--- src/rtl/fifo_uart_tx_if.sv ---
`default_nettype none
// ============================================================================
// Module      : fifo_uart_tx_if
// Description : FIFO read side and UART line signals of fifo_uart_tx.
// Revision    : 1.0 - initial release
// ============================================================================
interface fifo_uart_tx_if;
    logic       empty;
    logic [7:0] q;
    logic       rdreq;
    logic       tx;
    logic       busy;
    logic       frame_done;

    // master is the UART block; slave is the FIFO / line side around it
    modport master (input empty, input q, output rdreq, output tx, output busy, output frame_done);
    modport slave  (output empty, output q, input rdreq, input tx, input busy, input frame_done);
endinterface
`default_nettype wire

--- src/rtl/fifo_uart_tx.sv ---
`default_nettype none
// ============================================================================
// Module      : fifo_uart_tx
// Description : Drains a non-show-ahead byte FIFO into 8N1 UART frames.
//               Define UART_TX_PARITY_EN for 8E1 frames (even parity bit).
// Revision    : 1.0 - initial release
// ============================================================================
module fifo_uart_tx #(
    parameter int CLK_FREQ = 50_000_000,
    parameter int BAUD     = 115200,
    parameter int BAUD_DIV = CLK_FREQ / BAUD
) (
    input  wire logic      clk,
    input  wire logic      reset,
    fifo_uart_tx_if.master bus
);

    localparam logic [2:0] c_IDLE   = 3'd0;
    localparam logic [2:0] c_READ   = 3'd1;
    localparam logic [2:0] c_WAIT   = 3'd2;
    localparam logic [2:0] c_START  = 3'd3;
    localparam logic [2:0] c_DATA   = 3'd4;
`ifdef UART_TX_PARITY_EN
    localparam logic [2:0] c_PARITY = 3'd5;
`endif
    localparam logic [2:0] c_STOP   = 3'd6;

    localparam logic [15:0] c_BAUD_LAST = 16'(BAUD_DIV - 1);

    logic [2:0]  r_state;
    logic [15:0] r_baud_cnt;
    logic [2:0]  r_bit_idx;
    logic [7:0]  r_shift;
    logic        r_tx;
    logic        r_frame_done;
`ifdef UART_TX_PARITY_EN
    logic        r_parity;
`endif
    logic        w_bit_end;

    assign w_bit_end = (r_baud_cnt == c_BAUD_LAST);

    always_ff @(posedge clk) begin
        if (reset) begin
            r_state      <= c_IDLE;
            r_baud_cnt   <= 16'd0;
            r_bit_idx    <= 3'd0;
            r_shift      <= 8'd0;
            r_tx         <= 1'b1;
            r_frame_done <= 1'b0;
`ifdef UART_TX_PARITY_EN
            r_parity     <= 1'b0;
`endif
        end else begin
            r_frame_done <= 1'b0;
            case (r_state)
                c_IDLE: begin
                    r_tx <= 1'b1;
                    if (!bus.empty) r_state <= c_READ;
                end
                c_READ: r_state <= c_WAIT;
                // q is valid now, one cycle after rdreq
                c_WAIT: begin
                    r_shift    <= bus.q;
`ifdef UART_TX_PARITY_EN
                    r_parity   <= ^bus.q;
`endif
                    r_tx       <= 1'b0;
                    r_baud_cnt <= 16'd0;
                    r_state    <= c_START;
                end
                c_START: begin
                    if (w_bit_end) begin
                        r_baud_cnt <= 16'd0;
                        r_bit_idx  <= 3'd0;
                        r_tx       <= r_shift[0];
                        r_state    <= c_DATA;
                    end else begin
                        r_baud_cnt <= r_baud_cnt + 16'd1;
                    end
                end
                c_DATA: begin
                    if (w_bit_end) begin
                        r_baud_cnt <= 16'd0;
                        r_shift    <= r_shift >> 1;
                        if (r_bit_idx == 3'd7) begin
`ifdef UART_TX_PARITY_EN
                            r_tx    <= r_parity;
                            r_state <= c_PARITY;
`else
                            r_tx    <= 1'b1;
                            r_state <= c_STOP;
`endif
                        end else begin
                            r_tx      <= r_shift[1];
                            r_bit_idx <= r_bit_idx + 3'd1;
                        end
                    end else begin
                        r_baud_cnt <= r_baud_cnt + 16'd1;
                    end
                end
`ifdef UART_TX_PARITY_EN
                c_PARITY: begin
                    if (w_bit_end) begin
                        r_baud_cnt <= 16'd0;
                        r_tx       <= 1'b1;
                        r_state    <= c_STOP;
                    end else begin
                        r_baud_cnt <= r_baud_cnt + 16'd1;
                    end
                end
`endif
                c_STOP: begin
                    if (w_bit_end) begin
                        r_baud_cnt   <= 16'd0;
                        r_frame_done <= 1'b1;
                        r_state      <= c_IDLE;
                    end else begin
                        r_baud_cnt <= r_baud_cnt + 16'd1;
                    end
                end
                default: begin
                    r_tx    <= 1'b1;
                    r_state <= c_IDLE;
                end
            endcase
        end
    end

    assign bus.rdreq      = (r_state == c_READ);
    assign bus.busy       = (r_state != c_IDLE);
    assign bus.tx         = r_tx;
    assign bus.frame_done = r_frame_done;

endmodule
`default_nettype wire

--- src/flat_wrapper.sv ---
// flat-port wrapper written by rule: the top's interface ports become plain ports
module fifo_uart_tx_flat 
#(
    parameter int CLK_FREQ = 50_000_000,
    parameter int BAUD     = 115200,
    parameter int BAUD_DIV = CLK_FREQ / BAUD
)
  (clk, reset, bus_empty, bus_q, bus_rdreq, bus_tx, bus_busy, bus_frame_done);
  fifo_uart_tx_if bus_i ();
  input  wire logic clk;
  input  wire logic reset;
  input wire logic [$bits(bus_i.empty)-1:0] bus_empty;
  input wire logic [$bits(bus_i.q)-1:0] bus_q;
  output wire logic [$bits(bus_i.rdreq)-1:0] bus_rdreq;
  output wire logic [$bits(bus_i.tx)-1:0] bus_tx;
  output wire logic [$bits(bus_i.busy)-1:0] bus_busy;
  output wire logic [$bits(bus_i.frame_done)-1:0] bus_frame_done;
  assign bus_i.empty = bus_empty;
  assign bus_i.q = bus_q;
  assign bus_rdreq = bus_i.rdreq;
  assign bus_tx = bus_i.tx;
  assign bus_busy = bus_i.busy;
  assign bus_frame_done = bus_i.frame_done;
  fifo_uart_tx #(.CLK_FREQ(CLK_FREQ), .BAUD(BAUD), .BAUD_DIV(BAUD_DIV)) u_core (.clk(clk), .reset(reset), .bus(bus_i));
endmodule
--- config.mk ---
export PLATFORM = sky130hd
export DESIGN_NAME = fifo_uart_tx_flat
export DESIGN_NICKNAME = d
export VERILOG_FILES = /design/src/rtl/fifo_uart_tx_if.sv /design/src/rtl/fifo_uart_tx.sv /design/src/flat_wrapper.sv
export SDC_FILE = /design/constraint.sdc
export NUM_CORES = 1
export LEC_CHECK = 0
export CAP_MARGIN = 20
export CELL_PAD_IN_SITES_DETAIL_PLACEMENT = 0
export CELL_PAD_IN_SITES_GLOBAL_PLACEMENT = 1
export CORE_MARGIN = 4
export CORE_UTILIZATION = 43
export DETAILED_ROUTE_END_ITERATION = 10
export PLACE_DENSITY = 0.9
export SYNTH_ARGS = -nofsm -noshare
export SYNTH_HDL_FRONTEND = slang
export SYNTH_SLANG_ARGS = --single-unit
--- constraint.sdc ---
create_clock -name clk -period 2.12 [get_ports clk]
set_input_delay 0.424 -clock clk [delete_from_list [all_inputs] [get_ports clk]]
set_output_delay 0.424 -clock clk [all_outputs]
set_load 0.01 [all_outputs]
==> results of run 1 <==
==> layout make-up <==
type	count	area share, %
clock buffers	5	3.06
clock inverters	3	1.89
inverters	8	1.34
multi-input cells	179	50.8
flip-flops and latches	32	28.5
well taps	50	2.78
repair buffers	30	11.6
==> where the power goes <==
part           total (mW)  switching, mW  internal, mW
combinational       0.147         0.0727        0.0742
sequential          0.628         0.0124         0.615
clock               0.605          0.258         0.348
total                1.38          0.343          1.04
==> worst max-delay path: stages, from the launching register on <==
cell and delay [ns]:
dfxtp_1 0.51, inv_1 0.17, and3_1 0.17, clkdlybuf4s50_1 0.47
==> routing by layer <==
metal / track usage (%) / vias to the layer above / share of wire (%)
met4: 6.32 / 0 / 0.86
met3: 5.27 / 6 / 5.5
li1: - / 936 / -
met2: 26.9 / 45 / 43
met1: 24.3 / 866 / 50
met5: 0 / - / 0
==> cells by family (layout without fill, tap and decap cells) <==
family | after synthesis | count (layout) | share of synthesized area, %
AO/OA/AOI/OAI | 77 | 77 | 26.3
XOR/XNOR | 2 | 2 | 0.928
adder cells (fa/ha/maj) | 5 | 5 | 3.18
buffers and inverters | 25 | 46 | 5.57
flip-flops | 32 | 32 | 33.9
multiplexers | 1 | 1 | 0.530
AND/OR/NAND/NOR | 94 | 94 | 29.6
==> metrics by stage <==
step,cells,worst slack (ns),utilization (%),hold slack [ns]
after CTS,307,0.0905,54.6,0.484
after detailed placement,299,0.172,51.9,0.473
after global routing,307,0.00617,54.6,0.512
after floorplan,236,0.352,-,0.452
final,307,0.0818,54.6,0.484
after global placement,299,0.173,51.9,0.467
==> Yosys cell counts, types with 2 or more instances <==
cell type | number | share of area, %
nand4_1 | 6 | 2.0
o21ai_0 | 17 | 4.5
a32oi_1 | 7 | 3.2
clkbuf_1 | 12 | 2.4
dfxtp_1 | 32 | 34
nor3_1 | 5 | 1.3
and3_1 | 3 | 0.99
and4_1 | 2 | 0.93
o22ai_1 | 4 | 1.3
inv_1 | 8 | 1.6
a311oi_1 | 2 | 0.93
ha_1 | 4 | 2.7
nand2b_1 | 3 | 0.99
o211ai_1 | 2 | 0.79
a31oi_1 | 15 | 5.0
nor2b_1 | 10 | 3.3
nand3b_1 | 3 | 1.2
buf_2 | 2 | 0.53
or3_1 | 3 | 0.99
nand2_1 | 18 | 3.6
nor2_1 | 9 | 1.8
a21oi_1 | 17 | 4.5
o21a_1 | 2 | 0.79
a211oi_1 | 2 | 0.79
nand3_1 | 13 | 3.4
o21bai_1 | 2 | 0.79
or4_1 | 4 | 1.6
nor4_1 | 5 | 1.7
==> worst max-delay path by stage <==
stage	depth (start not counted)	to	slack (ns)
CTS	3	bus_rdreq	0.09
floorplan	6	u_core.r_bit_idx[0]	0.35
global route	5	u_core.r_state[1]	0.006
finish	3	bus_rdreq	0.08
global placement	5	u_core.r_state[1]	0.17
detailed placement	5	u_core.r_baud_cnt[1]	0.17
==> flip-flops by register name (all words and copies together) (netlist names) <==
| register | flops |
|---|---|
| u_core.r_bit_idx | 3 |
| u_core.r_baud_cnt | 16 |
| u_core.bus.frame_done | 1 |
| u_core.r_state | 3 |
| u_core.bus.tx | 1 |
| u_core.r_shift | 8 |
==> run_results.csv, run 1 <==
group,metric,value,unit
clock_network,htreeDepth,2,
worst_hold_path,whs_path_depth,2,
timing,drv_slew,0,
clock_network,cts_resized,0,
power_and_ir_drop,p_leak,0.761,nW
finish,area_growth,19.0,%
finish,layout_common_cells,"dfxtp_1 (32), nand2_1 (18), a21oi_1 (17), o21ai_0 (17), buf_4 (16)",
place,dpl_cell_area,2140,sq um
finish,nets,271,
timing,setup-violations-final,0,
clock_network,root_buffer,"clkbuf_8",
detailed_routing,drtPass1Iterations,4,
global_route,grt_pass1_vias,1669,
detailed_routing,routed_wl,4440,um
synthesis,avgSynthCellArea,8.00,sq um
power_and_ir_drop,ir_worst_vdd,338,uV
setup_path,path_class,"register to primary output",
finish,seq_area,641,sq um
place,routabilityCongestion,0.796,
floorplan,ios,15,
global_route,track_usage,17.8,%
synthesis,yosys_register_bits,32,
setup_path,crit_arrival,1.61,ns
timing,slew_headroom,62.7,%
power_and_ir_drop,power.total,1.38,mW
timing,clock.fmax,491,MHz
worst_hold_path,hold_end,"u_core.r_bit_idx[2]",
run,drv_cap,0,
timing,final-hold-violation-count,0,
status,status,"finished, final reports clean",
clock_network,cts_tree,"done",
floorplan,die_w,74.3,um
clock_network,clkSinkCount,32,
synthesis,synth-main-ff-cell,"dfxtp_1",
floorplan,core,4120,sq um
detailed_routing,viasPerCell,6.04,
clock_network,cts_max_path_buffers,2,
timing,tightest_slew,0.560,ns
synthesis,syn_nets,251,
power_and_ir_drop,powerDensity,614,nW/um^2
setup_path,critPathLaunch,"u_core.r_state[2]",
timing,fin_crit_sh,96.1,%
setup_path,crit_path_max_fanout,10,
detailed_routing,drtIter0Drc,167,
global_route,antenna_found_initial,0,
global_route,grt_max_degree,23,
detailed_routing,dr_total_vias,1853,
timing,fin_skew,0.00332,ns
floorplan,die_y,74.3,um
finish,layout.cells.most_common,"dfxtp_1",
synthesis,synth.distinct_cells,52,
clock_network,postCtsSetupRepairBufs,0,
setup_path,r2r-start,"u_core.r_baud_cnt[0]",
clock_network,cts_hold_buf,0,
clock_network,insertion_delay,0.29,ns
finish,drive_gt1_share,11.7,%
synthesis,async_flop_share,0,%
place,dpl.hpwl,3020,um
timing,tns,0,ns
detailed_routing,drc,0,
setup_path,start_kind,"register",
setup_path,endpoint_kind,"primary output",
clock_network,clkTransAtPathRegs,0.07,ns
finish,fillers,383,
timing,rsz0062_at_grt,"no",
floorplan,rows,23,
finish,multi_input_area,1140,sq um
detailed_routing,wl_per_cell,14.5,um
finish,final_area,2250,sq um
timing,min_period,2.04,ns
worst_hold_path,hold_path.class,"register to register",
synthesis,synthCells,236,
place,io_buffers,14,
finish,diodes,0,
global_route,grt_pass1_wl,7710,um
setup_path,r2r_slack,0.20,ns
synthesis,synth_area,1890,sq um
synthesis,yosys_warnings,0,
detailed_routing,ant_nets,0,
floorplan,die_area,5520,sq um
synthesis,ys_seq_area_share,33.9,%
setup_path,reg2reg_to,"u_core.r_baud_cnt[1]",
floorplan,start_util,45.9,%
clock_network,cts_inserted_buffers,5,
synthesis,synth_edf_count,0,
worst_hold_path,hp-start,"u_core.r_bit_idx[2]",
setup_path,ff2ff_path_depth,5,
global_route,grt_remaining_overflow,0,
setup_path,worst_ep_required_time,1.70,ns
No activity file was read; power rests on OpenSTA's default activity.
==> inputs of run 2 (changes only) <==
CAP_MARGIN = default   (was 20)
SLEW_MARGIN = 40   (was default)
==> results of run 2 <==
Final layout, timing and power as in run 1 (identical DEF).
==> inputs of run 3 (changes only) <==
CAP_MARGIN = 5   (was default)
TNS_END_PERCENT = 50   (was default)
==> results of run 3 <==
Final layout, timing and power as in run 1 (identical DEF).
